==> config.mk <==
export PLATFORM = sky130hd
export DESIGN_NAME = axis_frame_len_stats
export DESIGN_NICKNAME = d
export VERILOG_FILES = /design/src/rtl/axis_frame_len_stats.sv
export SDC_FILE = /design/constraint.sdc
export NUM_CORES = 1
export LEC_CHECK = 0
export ABC_AREA = 1
export BUFFER_PORTS_ARGS = -buffer_cell sky130_fd_sc_hd__buf_4
export CORE_UTILIZATION = 54
export DETAILED_ROUTE_END_ITERATION = 8
export HOLD_SLACK_MARGIN = 0.06
export PLACE_DENSITY = 0.83
export SLEW_MARGIN = 20
export SYNTH_ARGS = -nofsm -noshare
export SYNTH_HDL_FRONTEND = slang
export SYNTH_SLANG_ARGS = --single-unit
==> constraint.sdc <==
create_clock -name clk -period 2.1 [get_ports clk]
set_clock_uncertainty 0.2 [all_clocks]
set_input_delay 0.21 -clock clk [delete_from_list [all_inputs] [get_ports clk]]
set_output_delay 0.21 -clock clk [all_outputs]
set_load 0.05 [all_outputs]
==> src/rtl/axis_frame_len_stats.sv <==
// rtl/axis_frame_len_stats.sv - per-period frame length statistics with snapshot latch
// Live accumulators fold in each reported frame; a snapshot copies them to stat_* and restarts the period.
module axis_frame_len_stats #(
   parameter int LEN_WIDTH   = 16,
   parameter int COUNT_WIDTH = 32,
   parameter int MIN_LEN     = 64,
   parameter int MAX_LEN     = 1518
) (
   input  logic                   clk,
   input  logic                   rst,
   input  logic [LEN_WIDTH-1:0]   frame_len,
   input  logic                   frame_len_valid,
   input  logic                   snapshot,
   output logic [COUNT_WIDTH-1:0] stat_frames,
   output logic [COUNT_WIDTH-1:0] stat_bytes,
   output logic [LEN_WIDTH-1:0]   stat_min_len,
   output logic [LEN_WIDTH-1:0]   stat_max_len,
   output logic [COUNT_WIDTH-1:0] stat_runt,
   output logic [COUNT_WIDTH-1:0] stat_oversize,
   output logic                   stat_valid
);

   // One spare bit above the wider operand so a byte-sum overflow is visible before clamping.
   localparam int SUM_WIDTH = ((COUNT_WIDTH > LEN_WIDTH) ? COUNT_WIDTH : LEN_WIDTH) + 1;
   localparam logic [COUNT_WIDTH-1:0] CNT_MAX    = '1;
   localparam logic [LEN_WIDTH-1:0]   LEN_MAX    = '1;
   localparam logic [LEN_WIDTH-1:0]   RUNT_BELOW = LEN_WIDTH'(MIN_LEN);
   localparam logic [LEN_WIDTH-1:0]   OVER_ABOVE = LEN_WIDTH'(MAX_LEN);

   logic [COUNT_WIDTH-1:0] live_frames, live_bytes, live_runt, live_over;
   logic [LEN_WIDTH-1:0]   live_min, live_max;

   logic [COUNT_WIDTH-1:0] acc_frames, acc_bytes, acc_runt, acc_over;
   logic [LEN_WIDTH-1:0]   acc_min, acc_max;
   logic [SUM_WIDTH-1:0]   byte_sum;

   function automatic logic [COUNT_WIDTH-1:0] sat_inc(input logic [COUNT_WIDTH-1:0] v,
                                                      input logic en);
      return (en && (v != CNT_MAX)) ? v + 1'b1 : v;
   endfunction

   // Accumulator values including the current cycle's frame, so a coincident snapshot captures it.
   always_comb begin
      acc_frames = live_frames;
      acc_bytes  = live_bytes;
      acc_min    = live_min;
      acc_max    = live_max;
      acc_runt   = live_runt;
      acc_over   = live_over;
      byte_sum   = SUM_WIDTH'(live_bytes) + SUM_WIDTH'(frame_len);
      if (frame_len_valid) begin
         acc_frames = sat_inc(live_frames, 1'b1);
         acc_bytes  = (byte_sum > SUM_WIDTH'(CNT_MAX)) ? CNT_MAX : byte_sum[COUNT_WIDTH-1:0];
         if (frame_len < live_min) acc_min = frame_len;
         if (frame_len > live_max) acc_max = frame_len;
         acc_runt   = sat_inc(live_runt, frame_len < RUNT_BELOW);
         acc_over   = sat_inc(live_over, frame_len > OVER_ABOVE);
      end
   end

   always_ff @(posedge clk) begin
      if (rst) begin
         live_frames   <= '0;
         live_bytes    <= '0;
         live_min      <= LEN_MAX;
         live_max      <= '0;
         live_runt     <= '0;
         live_over     <= '0;
         stat_frames   <= '0;
         stat_bytes    <= '0;
         stat_min_len  <= LEN_MAX;
         stat_max_len  <= '0;
         stat_runt     <= '0;
         stat_oversize <= '0;
         stat_valid    <= 1'b0;
      end else begin
         stat_valid <= snapshot;
         if (snapshot) begin
            stat_frames   <= acc_frames;
            stat_bytes    <= acc_bytes;
            stat_min_len  <= acc_min;
            stat_max_len  <= acc_max;
            stat_runt     <= acc_runt;
            stat_oversize <= acc_over;
            live_frames   <= '0;
            live_bytes    <= '0;
            live_min      <= LEN_MAX;
            live_max      <= '0;
            live_runt     <= '0;
            live_over     <= '0;
         end else begin
            live_frames <= acc_frames;
            live_bytes  <= acc_bytes;
            live_min    <= acc_min;
            live_max    <= acc_max;
            live_runt   <= acc_runt;
            live_over   <= acc_over;
         end
      end
   end

endmodule

==> flow_summary.json <==
{
  "path_max_fanout": 7,
  "worstSetupPathType": "flop to flop",
  "finalWorstSetupSlack_ns": -0.2069,
  "syn_nets": 2692,
  "synth_ff_type": "dfxtp_1",
  "ys_types": 47,
  "synth_cells": 2621,
  "crit_path_start_kind": "flop",
  "gp_congestion": 1.008,
  "yosys_warnings": 0,
  "drive_above_1_share_pct": 29.62,
  "tns_ns": -12.39,
  "rr_startpoint": "live_bytes[0]$_SDFF_PP0_",
  "io_buffers": 180,
  "dieArea_um2": 32290,
  "gr-total-overflow": 0,
  "final_cell_area_um2": 23470,
  "cts_tree": "done",
  "grt_max_degree": 168,
  "syn-cell-area_um2": 17050,
  "cts-root-buf": "clkbuf_16",
  "hp-start": "frame_len[12]",
  "htree_levels": 2,
  "vias": 19048,
  "fp.dieW_um": 179.7,
  "worstRegToRegCells": 15,
  "setup_viol": 123,
  "grt_pass1_wl_mm": 84.35,
  "initial_core_util_pct": 55.30,
  "ff2ff_setup_slack_ns": -0.21,
  "slew_headroom_pct": 51.81,
  "antenna_found_initial": 0,
  "core-area_um2": 30830,
  "antenna_cells": 0,
  "cp_data_required_time_ns": 2.34,
  "worstHoldPathCells": 7,
  "power_leakage_uw": 0.01103,
  "worst_hold_path_type": "input port to flop",
  "nNetsFinal": 3057,
  "dp_slack_ns": -0.2759,
  "cts_buffers": 35,
  "fmax_mhz": 433.5,
  "cap_violations": 0,
  "die_y_um": 179.7,
  "path_clk_slew_ns": 0.07,
  "worstSkewPairLatency_ns": 0.52,
  "numClockSinks": 321,
  "tightest_slew_ns": 0.7228,
  "io_pins": 181,
  "cp_data_arrival_time_ns": 2.55,
  "final_antenna_net_count": 0,
  "total_power_uw": 15040,
  "dpl_cell_area_um2": 19910,
  "cp_cell_sequence": "ha_4 > inv_2 > fa_2 > inv_2 > nand3_2 > nand2_2 > nand3_2 > nand2_2 > nand2_2 > nand2_4 > a21oi_2 > buf_6 > nand2_1 > nand2_1 > o21ai_1",
  "syn2layout_area_growth_pct": 37.62,
  "critPathCaptureType": "flop",
  "rsz0062_at_grt": "yes",
  "ys_async_sr_fraction_pct": 0,
  "fin_crit_sh_pct": 109.9,
  "crit_top_cell": "nand2_2",
  "rows": 64,
  "first_pass_iters": 8,
  "wirelength_mm": 57.12,
  "viasPerCell": 5.591,
  "drtIter0Drc": 1555,
  "yosysSeqAreaShare_pct": 37.69,
  "final_max_slew_viol_count": 0,
  "status": "finished with violations",
  "cts_buffer_depth": 3,
  "syn_area_per_cell_um2": 6.505,
  "r2r_end": "stat_bytes[1]$_SDFFE_PP0P_",
  "grt_use_total_pct": 31.29,
  "routedWlPerCell_um": 16.77,
  "dp_hpwl_mm": 35.17,
  "remaining_drc_errors": 11,
  "finalCriticalPeriod_ns": 2.307,
  "ys_ff_latch": 321,
  "max_stage_delay_ns": 0.35,
  "grt_pass1_vias": 17712,
  "hold_viol": 0,
  "violations": "design-rule violations, negative setup slack",
  "ir_worst_vdd_mv": 0.7596,
  "crit_slowest_cell": "dfxtp_2",
  "whs_endpoint": "live_bytes[12]$_SDFF_PP0_",
  "power.density_nw_per_um2": 641.1,
  "synth-edff-count": 0
}
==> where the power goes <==
group / internal, uW / switching (uW) / leakage (uW)
clock: 4050 / 2580 / 0.000595
sequential: 6210 / 97.5 / 0.00261
combinational: 765 / 1340 / 0.00783
==> layout by cell type (no fill, tap or decap), types with 15 or more instances in the layout <==
cell             n
inv_1          176
nor3_1          26
nor2_1         170
nand2_4         20
o21ai_2         18
dfxtp_1        278
o21ai_1         37
dlygate4sd3_1   15
ha_4            28
nand2_2        117
nor2_2          32
xor2_1          34
nand3_1        132
o21ai_0         23
nor2_4          17
a21oi_1         90
nand2_1        982
ha_1            20
or2_2           23
nand4_1         32
xnor2_1         26
nand3_2         42
inv_2           25
clkbuf_16       40
nand3b_1        27
a21oi_2         21
buf_4          366
dfxtp_2         41
==> cell type report <==
cell class                      count  area, um^2
Clock buffer                       44       939.7
Clock inverter                     18       277.8
Fill cell                        2155        7365
Inverter                          206       793.3
Multi-Input combinational cell   2005       10980
Sequential cell                   321        6485
Tap cell                          396       495.5
Timing Repair Buffer              417        3498
==> per-layer routing <==
metal  routed length [um]  share of wire (%)  vias up  global-route usage, %
li1                     -                  -     9047                      -
met1                22430                 39     8773                  38.06
met2                27210                 48      944                  55.02
met3                 4469                7.8      284                  4.315
met4                 3009                5.3        0                  13.86
met5                    0                  0        -                      0
==> sequential cells by signal, summed over array words and instances (netlist names) <==
name / count
stat_max_len: 16
stat_frames: 32
stat_oversize: 32
live_bytes: 32
live_runt: 32
live_max: 16
stat_runt: 32
live_min: 16
stat_bytes: 32
stat_min_len: 16
live_frames: 32
live_over: 32
stat_valid: 1
==> cell families (layout without fill, tap and decap cells) <==
| logic type | Yosys count | count (layout) | synth area share (%) |
|---|---|---|---|
| xor gates and xnor gates | 61 | 61 | 3.134 |
| DFF | 321 | 321 | 37.69 |
| buffers and inverters | 300 | 685 | 7.199 |
| and+or+nand+nor | 1665 | 1670 | 41.01 |
| adders and majority gates | 51 | 51 | 3.787 |
| AOI/OAI and AO/OA | 223 | 223 | 7.177 |
==> repair_timing <==
action | in CTS | in global routing
buffers inserted | 11 | 31
setup endpoints to repair | 111 | 301
hold buffers | 20 | 0
cloned | 2 | 9
gates resized for setup | 81 | 374
hold endpoints to repair | 41 | 0
pin swaps | 26 | 127
==> critical path, delay by kind of cell (launching register included) <==
| kind | cells | cell delay, ns |
|---|---|---|
| AO/OA/AOI/OAI | 2 | 0.23 |
| adder cells (fa/ha/maj) | 2 | 0.48 |
| buffers and inverters | 3 | 0.26 |
| flip-flops | 1 | 0.35 |
| AND/OR/NAND/NOR | 8 | 0.70 |
==> synth_stat cells (4+ instances only) <==
master	instances	area, um^2
inv_1	198	743.2
nor2_2	8	50.05
o21bai_1	9	67.56
nor4_1	7	43.79
xnor2_1	27	236.5
o21ai_1	19	95.09
nor3_2	5	50.05
clkbuf_1	56	210.2
and2_1	4	25.02
buf_2	22	110.1
o21ai_0	49	245.2
nand3b_1	27	202.7
ha_1	50	625.6
o21ai_2	10	87.58
nand4_1	32	200.2
xor2_1	34	297.8
nor2_1	206	773.2
nor3_1	40	200.2
nand2_2	21	131.4
inv_2	6	22.52
a21o_1	9	67.56
buf_6	7	78.83
nand3_1	175	875.8
nand2_1	1099	4125
buf_1	4	15.01
dfxtp_1	321	6426
buf_4	4	30.03
a31oi_1	11	68.82
or2_2	23	143.9
a21oi_1	112	560.5
==> metrics by stage <==
| step | hold slack (ns) | std cells | util (%) |
|---|---|---|---|
| floorplan | 0.1058 | 2621 | - |
| global placement | 0.2358 | 3276 | 64.58 |
| detailed placement | 0.2401 | 3276 | 64.58 |
| CTS | 0.06618 | 3371 | 70.40 |
| global route | 0.1083 | 3407 | 76.11 |
| finish | 0.1223 | 3407 | 76.11 |
==> how the worst max path moves through the flow <==
| stage | from | end | cells after the start |
|---|---|---|---|
| floorplan | live_bytes[0]$_SDFF_PP0_ | stat_bytes[12]$_SDFFE_PP0P_ | 14 |
| global placement | live_bytes[0]$_SDFF_PP0_ | stat_bytes[28]$_SDFFE_PP0P_ | 16 |
| detailed placement | live_bytes[0]$_SDFF_PP0_ | stat_bytes[2]$_SDFFE_PP0P_ | 14 |
| CTS | live_bytes[0]$_SDFF_PP0_ | stat_bytes[28]$_SDFFE_PP0P_ | 16 |
| global route | live_bytes[0]$_SDFF_PP0_ | stat_bytes[14]$_SDFFE_PP0P_ | 15 |
| finish | live_bytes[0]$_SDFF_PP0_ | stat_bytes[1]$_SDFFE_PP0P_ | 15 |
Power figures use the tool's default switching activity.
